## src/rtl/serial_pkg.sv

```systemverilog
// Shared definitions for the 8-bit address / 8-bit data serial link master.
package serial_pkg;

    // Frame sequencing: address bits out, data bits in, one-cycle completion.
    typedef enum logic [1:0] {
        IDLE    = 2'd0,
        ADDR_PH = 2'd1,
        DATA_PH = 2'd2,
        FIN     = 2'd3
    } state_t;

    // Total SCLK rising edges per frame; the slave's 4-bit edge counter relies on it.
    localparam int FRAME_BITS  = 16;
    localparam int DEF_ADDR_W  = 8;
    localparam int DEF_DATA_W  = 8;

    // Smallest divider that still gives a distinct last-high-phase cycle.
    localparam int MIN_CLK_DIV = 2;

endpackage

```

## src/rtl/sclk_gen.sv

```systemverilog
// SCLK divider: walks a low phase then a high phase of CLK_DIV cycles each
// and flags the cycles on which the master must change SCLK or sample RX.
module sclk_gen #(
    parameter int CLK_DIV = 4
) (
    input  logic i_clk,
    input  logic i_rst,
    input  logic i_en,
    output logic o_rise_tick,
    output logic o_fall_tick,
    output logic o_sample_tick
);

    localparam int CNT_W = $clog2(CLK_DIV);
    localparam logic [CNT_W-1:0] LAST_CNT = CNT_W'(CLK_DIV - 1);

    logic [CNT_W-1:0] r_cnt;
    logic             r_phase;
    logic             w_lastCnt;

    assign w_lastCnt = (r_cnt == LAST_CNT);

    // Ticks fire on the last cycle of a phase so the registered SCLK in the
    // top changes exactly at the phase boundary. The last high-phase cycle is
    // both the RX sampling point and the cycle before SCLK falls.
    assign o_rise_tick   = i_en & w_lastCnt & ~r_phase;
    assign o_fall_tick   = i_en & w_lastCnt &  r_phase;
    assign o_sample_tick = i_en & w_lastCnt &  r_phase;

    // Divider counter and phase; parked at the start of a low phase when idle
    // so every frame begins with a full-length low phase.
    always_ff @(posedge i_clk or posedge i_rst) begin
        if (i_rst) begin
            r_cnt   <= '0;
            r_phase <= 1'b0;
        end else if (!i_en) begin
            r_cnt   <= '0;
            r_phase <= 1'b0;
        end else if (w_lastCnt) begin
            r_cnt   <= '0;
            r_phase <= ~r_phase;
        end else begin
            r_cnt   <= r_cnt + CNT_W'(1);
        end
    end

endmodule

```

## src/rtl/serial_master_ctrl.sv

```systemverilog
// Serial link master: shifts an address out LSB-first, reads data back
// LSB-first, and reports completion with a one-cycle DONE pulse.
module serial_master_ctrl
    import serial_pkg::*;
#(
    parameter int CLK_DIV = 4,
    parameter int ADDR_W  = DEF_ADDR_W,
    parameter int DATA_W  = DEF_DATA_W
) (
    input  logic              i_clk,
    input  logic              i_rst,
    input  logic              i_start,
    input  logic [ADDR_W-1:0] i_addr,
    output logic              o_busy,
    output logic              o_done,
    output logic [DATA_W-1:0] o_data,
    output logic              o_sclk,
    output logic              o_tx,
    input  logic              i_rx
);

    localparam int DIV       = (CLK_DIV < MIN_CLK_DIV) ? MIN_CLK_DIV : CLK_DIV;
    localparam int FRAME_LEN = ADDR_W + DATA_W;
    localparam int BIT_CNT_W = $clog2(FRAME_LEN);
    localparam logic [BIT_CNT_W-1:0] LAST_ADDR_BIT  = BIT_CNT_W'(ADDR_W - 1);
    localparam logic [BIT_CNT_W-1:0] LAST_FRAME_BIT = BIT_CNT_W'(FRAME_LEN - 1);

    state_t              r_state;
    logic [BIT_CNT_W-1:0] r_bitCnt;
    logic [ADDR_W-2:0]   r_addrRest;
    logic [DATA_W-2:0]   r_shift;
    logic                r_busy;
    logic                r_done;
    logic                r_sclk;
    logic                r_tx;
    logic [DATA_W-1:0]   r_data;

    logic                w_riseTick;
    logic                w_fallTick;
    logic                w_sampleTick;
    logic [DATA_W-1:0]   w_shiftNext;

    sclk_gen #(
        .CLK_DIV (DIV)
    ) u_sclk_gen (
        .i_clk         (i_clk),
        .i_rst         (i_rst),
        .i_en          (r_busy),
        .o_rise_tick   (w_riseTick),
        .o_fall_tick   (w_fallTick),
        .o_sample_tick (w_sampleTick)
    );

    // RX enters at the top so the first data bit ends up in bit 0 once all
    // DATA_W bits have been shifted in.
    assign w_shiftNext = {i_rx, r_shift};

    assign o_busy = r_busy;
    assign o_done = r_done;
    assign o_data = r_data;
    assign o_sclk = r_sclk;
    assign o_tx   = r_tx;

    // Frame FSM with all outputs registered; TX only moves on a fall tick,
    // i.e. at a bit boundary while SCLK is going low.
    always_ff @(posedge i_clk or posedge i_rst) begin
        if (i_rst) begin
            r_state    <= IDLE;
            r_bitCnt   <= '0;
            r_addrRest <= '0;
            r_shift    <= '0;
            r_busy     <= 1'b0;
            r_done     <= 1'b0;
            r_sclk     <= 1'b0;
            r_tx       <= 1'b0;
            r_data     <= '0;
        end else begin
            r_done <= 1'b0;
            case (r_state)
                IDLE: begin
                    if (i_start) begin
                        r_state    <= ADDR_PH;
                        r_busy     <= 1'b1;
                        r_bitCnt   <= '0;
                        r_tx       <= i_addr[0];
                        r_addrRest <= i_addr[ADDR_W-1:1];
                    end
                end
                ADDR_PH, DATA_PH: begin
                    if (w_riseTick) begin
                        r_sclk <= 1'b1;
                    end
                    if (w_sampleTick && (r_state == DATA_PH)) begin
                        r_shift <= w_shiftNext[DATA_W-1:1];
                    end
                    if (w_fallTick) begin
                        r_sclk   <= 1'b0;
                        r_bitCnt <= r_bitCnt + BIT_CNT_W'(1);
                        if (r_state == ADDR_PH) begin
                            r_addrRest <= r_addrRest >> 1;
                            if (r_bitCnt == LAST_ADDR_BIT) begin
                                r_state <= DATA_PH;
                                r_tx    <= 1'b0;
                            end else begin
                                r_tx    <= r_addrRest[0];
                            end
                        end else if (r_bitCnt == LAST_FRAME_BIT) begin
                            r_state  <= FIN;
                            r_bitCnt <= '0;
                            r_busy   <= 1'b0;
                            r_done   <= 1'b1;
                            r_data   <= w_shiftNext;
                        end
                    end
                end
                FIN: begin
                    r_state <= IDLE;
                end
                default: begin
                    r_state <= IDLE;
                end
            endcase
        end
    end

endmodule

```

## config.mk

```make
export PLATFORM = sky130hd
export DESIGN_NAME = serial_master_ctrl
export DESIGN_NICKNAME = d
export VERILOG_FILES = /design/src/rtl/serial_pkg.sv /design/src/rtl/sclk_gen.sv /design/src/rtl/serial_master_ctrl.sv
export SDC_FILE = /design/constraint.sdc
export NUM_CORES = 1
export LEC_CHECK = 0
export ABC_CLOCK_PERIOD_IN_PS = 1900
export CAP_MARGIN = 20
export CORE_MARGIN = 4
export CORE_UTILIZATION = 30
export DETAILED_ROUTE_END_ITERATION = 8
export GPL_TIMING_DRIVEN = 0
export PLACE_DENSITY = 0.61
export SYNTH_ARGS = -nofsm -noshare
export SYNTH_HDL_FRONTEND = slang
export SYNTH_SLANG_ARGS = --single-unit
```

## constraint.sdc

```tcl
create_clock -name i_clk -period 1.9 [get_ports i_clk]
set_input_delay 0.475 -clock i_clk [delete_from_list [all_inputs] [get_ports i_clk]]
set_output_delay 0.475 -clock i_clk [all_outputs]
set_load 0.05 [all_outputs]
```

Word-level counts from Yosys, hierarchy flattened:

Cells that the tools add are included.

* flip-flop bits (word level): 35
* bits in latches: 0
* RAM bits: 0
* bits in read-only memories: 0
* input port bits: 12
* output and inout port bits: 12
* logic and storage cells: 79
* memories: 0

* $add $sub $neg: 2
* multiply operators: 0
* divide/modulo/power cells: 0
* $lt $le $gt $ge: 0
* equal/unequal tests: 14
* shifts and indexed selects: 0
* multiplexer cells: 35
* bitwise operators: 5
* reductions and logical operators: 12

Operators with widths (count)
* two-way mux 7 bit: 3
* two-way mux 1 bit: 16
* two-way mux 4 bit: 4
* two-way mux 2 bit: 7
* one-hot mux 7 bit (2 select lines): 1
* AND reduction 4 bit: 3
* != test 2 bit (second input constant): 5
* one-hot mux 4 bit (2 select lines): 1
* equality test 2 bit (second input constant): 3
* != test 3 bit (second input constant): 2
* one-hot mux 2 bit (3 select lines): 1
* AND reduction 5 bit: 1
* adder 4 x 1 -> 4 bit (second input constant): 1
* equality test 4 x 3 -> 1 bit (second input constant): 1
* equality test 4 bit (second input constant): 1
* one-hot mux 1 bit (2 select lines): 2
* AND reduction 2 bit: 2
* nonzero test 2 bit: 2
* AND 1 bit: 3
* AND reduction 3 bit: 1
* adder 2 x 1 -> 2 bit (second input constant): 1
* equality test 2 x 1 -> 1 bit (second input constant): 1
* zero test 2 bit: 1
* != test 2 x 1 -> 1 bit (second input constant): 1
* other kinds (3): 4

Depth between registers and ports, before layout:

Gate-level depths: netlist of the first run.

* depth after elaboration: 5
* mapped depth: 6
* gate-level depth less buffers: 6

Hierarchy:

From an unflattened synthesis of the first run, not the netlist that was laid out.

* cells, all modules: 137
* area total of the unflattened synthesis: 1624.1 sq um

Modules (own cells, without submodules)
* serial_master_ctrl: instances 1, cells each 124, area each 1481.4 sq um
* sclk_gen: instances 1, cells each 13, area each 142.6 sq um

Worst setup path after synthesis of the first run:

No wires, ideal clock.

* path kind: reg-to-reg
* from: reg r_state[1]
* to: reg r_data[7], in the netlist o_data[7]
* library setup time: 0.125 ns
* arrival time: 1.720 ns
* required time: 1.775 ns
* path slack: 0.055 ns
* cell stages (with the launch flop): 6
* path buffers: 0
* period minus slack after synthesis: 1.845 ns
* path through: dfrtp_1 -> inv_1 -> ha_1 -> nand4_4 -> nor3_4 -> mux2_2

* cells in the longest elaborated chain, start to end: 3
* elaborated cells on any way between the ends: 5
* those cells by class: 2 x eq/ne; 1 x bitwise; 2 x reduce/logical

RTL lines
* start, declared: line serial_master_ctrl.sv:28 `state_t r_state;`
* start signal, assigned: line serial_master_ctrl.sv:68 `r_state <= IDLE;`
* start signal, assigned: line serial_master_ctrl.sv:82 `r_state <= ADDR_PH;`
* start signal, assigned: line serial_master_ctrl.sv:102 `r_state <= DATA_PH;`
* equality test 2 bit or equality test 2 x 1 -> 1 bit (tied branches): line serial_master_ctrl.sv:79, serial_master_ctrl.sv:99
* OR reduction 2 bit or NOT 1 bit (tied branches)
* AND reduction 4 bit (no source line) *
* end signal, assigned: line serial_master_ctrl.sv:112 `r_data <= w_shiftNext;`
* end, declared: line serial_master_ctrl.sv:36 `logic [DATA_W-1:0] r_data;`

Mark *: on every way between the ends. The rest lies on a longest branch, timed or not.
A chain may end at the register's enable or synchronous reset.

Worst setup path after layout of the first run:

* from: reg r_busy, in the netlist o_busy
* to: out o_busy

RTL lines
* start, declared: line serial_master_ctrl.sv:32 `logic r_busy;`
* start signal, assigned: line serial_master_ctrl.sv:72 `r_busy <= 1'b0;`
* start signal, assigned: line serial_master_ctrl.sv:83 `r_busy <= 1'b1;`
* start signal, assigned: line serial_master_ctrl.sv:110 `r_busy <= 1'b0;`
* end, declared: line serial_master_ctrl.sv:14 `output logic o_busy,`

No word-level cell between the ends.

==> results of run 1 <==
[final cells by class]
type	count	area, µm²	share of cell area
buffer	1	5.00	0.00238
inverter	7	26.3	0.0125
clock inverter	3	20.0	0.00951
multi-input combinational	96	724	0.344
tap	70	87.6	0.0416
clock buffer	5	68.8	0.0327
sequential	35	876	0.416
timing repair buffer	29	297	0.141
[cell families (layout without fill, tap and decap cells)]
family / Yosys count / in the layout / share of synthesized area
xor gates and xnor gates: 1 / 1 / 0.00548
AOI/OAI and AO/OA: 27 / 27 / 0.110
adders and majority gates: 7 / 7 / 0.0548
buffers and inverters: 8 / 45 / 0.0188
muxes: 17 / 17 / 0.118
and+or+nand+nor: 44 / 44 / 0.145
DFF: 35 / 35 / 0.548
[worst reg2reg max path, delay by kind of cell (launching register included)]
family	cells	cell delay, ps
fa+ha+maj	1	330
buf+inv	2	260
flops	1	370
mux	1	320
simple gates	2	390
[placed cells by master (no fill, tap or decap), types with 2 or more instances in the layout]
cell type and count:
a21oi_1 5, dlygate4sd2_1 11, mux2i_1 2, clkinvlp_4 2, o22ai_1 6, ha_1 6
o211ai_1 4, a211oi_1 3, nand3_1 6, dfrtp_1 35, clkdlybuf4s50_1 11, nor2b_1 2
clkbuf_8 5, nand2b_1 2, o21ai_0 4, mux2_2 15, buf_4 4, inv_1 6
nand2_1 7, nor2_1 19
[sequential cells by signal (all words and copies together) (netlist names)]
signal / cells
r_addrRest: 7
r_shift: 7
u_sclk_gen.r_phase: 1
o_data: 8
r_state: 2
o_tx: 1
u_sclk_gen.r_cnt: 2
o_done: 1
o_busy: 1
r_bitCnt: 4
o_sclk: 1
[power by group]
group | internal [W] | total, W | switching (W)
logic | 0.0000268 | 0.0000475 | 0.0000207
clock network | 0.000255 | 0.000523 | 0.000268
registers | 0.000746 | 0.000746 | 0.000000656
[through the flow]
step                      area [µm²]  hold WS, ps
final                           2100          431
after global routing            2100          458
after CTS                       2060          436
after detailed placement        1940          426
after global placement          1920          425
after floorplan                 1600          408
[worst max-delay path by stage]
stage / slack [ps] / end
after global placement: -220 / o_data[4]
final: 60 / o_busy
after detailed placement: -200 / o_data[5]
after floorplan: 50 / o_data[7]
after global routing: -5 / o_data[0]
after CTS: 9 / o_done
[what timing repair did]
action / in CTS / in global routing
gates resized for setup: 15 / 6
hold endpoints to repair: 0 / 0
pin swaps: 1 / 2
setup endpoints to repair: 38 / 26
hold buffers: 0 / 0
buffers inserted: 1 / 4
[layer usage]
metal / global-route usage / vias to the layer above / part of all wire
met4: 0.0557 / 0 / 0.015
li1: - / 567 / -
met1: 0.152 / 538 / 0.50
met3: 0.0310 / 4 / 0.040
met2: 0.148 / 16 / 0.44
met5: 0 / - / 0
==> results.toml, run 1 <==
[run_status]
status = "finished clean"

[die]
fp.dieW_um = 81.0
ios = 24
rows = 26
fp.dieH_um = 81.0
core-area_um2 = 5140
die_area_um2 = 6560
initial_utilization = 0.311

[setup_path]
reg2reg_depth = 6
critPathTopFamily = "buffers and inverters"
start_kind = "flop"
crit_buf_inv = 1
slowest_stage = "dlygate4sd2_1"
worstPathCellList = "dlygate4sd2_1"
rrSetupSlack_ps = 100
crit_path_start = "o_busy"
endpoint_kind = "primary output"
crit_cells = 1
worstPathRequired_ps = 1420
crit_arrival_ps = 1370
r2r_end = "o_data[0]"
crit_fanout = 8
critPathKind = "flop to primary output"
critPathMaxStageDelay_ps = 580
r2r-start = "r_state[0]"

[clocking]
htree_levels = 2
clk-insertion-delay-late_ps = 280
numCtsBuffers = 5
root_buffer = "clkbuf_8"
cts_tree = "yes"
clkSlewWorstSetupHoldPaths_ps = 70
cts.sinks = 35
clockBufferDepth = 2

[finish]
syn_to_final_growth_pct = 31.6
postLayoutCoreUtil = 0.409
fin_cells = 246
fillers = 533
nNetsFinal = 194
drive_above_1_share = 0.210
diodes = 0

[timing]
hold_viol = 0
tightest_slew_ps = 573
min_period_over_period = 0.969
finalSetupTns_ps = 0
relSlewSlack = 0.618
min_period_ps = 1840
finalMaxSlewViolations = 0
skew_ps = 7.55
setup_slack_ps = 59.0
finalSetupViolCount = 0
clock.fmax_mhz = 543

[grt]
grt_pass1_wl_um = 5350
antenna_found_initial = 0
grt_max_degree = 24
grt_pass1_vias = 1116
grt-ovfl-total = 0
grt.total_usage = 0.108

[min_path]
hold_depth = 1
min_from = "u_sclk_gen.r_cnt[0]"
hold_path_class = "flop to flop"
holdPathEnd = "u_sclk_gen.r_cnt[0]"

[logic_synthesis]
synth_area_per_cell_um2 = 11.5
synth_top_area_cell = "dfrtp_1"
ys_async_sr_fraction = 1.00
synth_warnings = 0
syn_area_um2 = 1600
ys_ff_latch = 35
synthTopCellsByCount = "dfrtp_1, nor2_1, mux2_2"
yosysMostFrequentCell = "dfrtp_1"
syn_inst = 139
synth_ff_type = "dfrtp_1"
synthDistinctLibCells = 28
yosysTopAreaCellShare = 0.548
synth_nets = 158
synth_edf_count = 0
seq_area_frac_synth = 0.548
ys_top_cells_by_area = "dfrtp_1, mux2_2, ha_1"

[power_and_ir_drop]
powerDensity_nw_per_um2 = 626
peakVddDrop_mv = 0.399
power_w = 0.00132
p_leak_nw = 1.00

[route]
drt-total-wl_um = 3020
vias = 1125
drt_pass1_iterations = 4
drc_errors = 0
routedWlPerCell_um = 12.3
avgViaCountPerCell = 4.57
first_iter_violations = 53
ant_nets = 0

[place]
dp_hpwl_um = 2170
pre_cts_slack_ps = -196
dp_cells = 233
place.gp.congestion = 0.755
port_buffers = 23

[run]
drv_cap = 0
Note: power is estimated with default switching activity, not from simulation.
==> inputs of run 2 (changes only) <==
--- a/config.mk
+++ b/config.mk
@@ -12,6 +12,7 @@
 export DETAILED_ROUTE_END_ITERATION = 8
 export GPL_TIMING_DRIVEN = 0
 export PLACE_DENSITY = 0.61
+export SKIP_LAST_GASP = 1
 export SYNTH_ARGS = -nofsm -noshare
 export SYNTH_HDL_FRONTEND = slang
 export SYNTH_SLANG_ARGS = --single-unit
==> results of run 2 <==
The final DEF is identical to that of run 1; final timing and power are the same.
==> inputs of run 3 (changes only) <==
--- a/config.mk
+++ b/config.mk
@@ -9,6 +9,7 @@
 export CAP_MARGIN = 20
 export CORE_MARGIN = 4
 export CORE_UTILIZATION = 30
+export CTS_BUF_LIST = sky130_fd_sc_hd__clkbuf_8
 export DETAILED_ROUTE_END_ITERATION = 8
 export GPL_TIMING_DRIVEN = 0
 export PLACE_DENSITY = 0.61
==> results of run 3 <==
The final DEF is identical to that of run 1; final timing and power are the same.
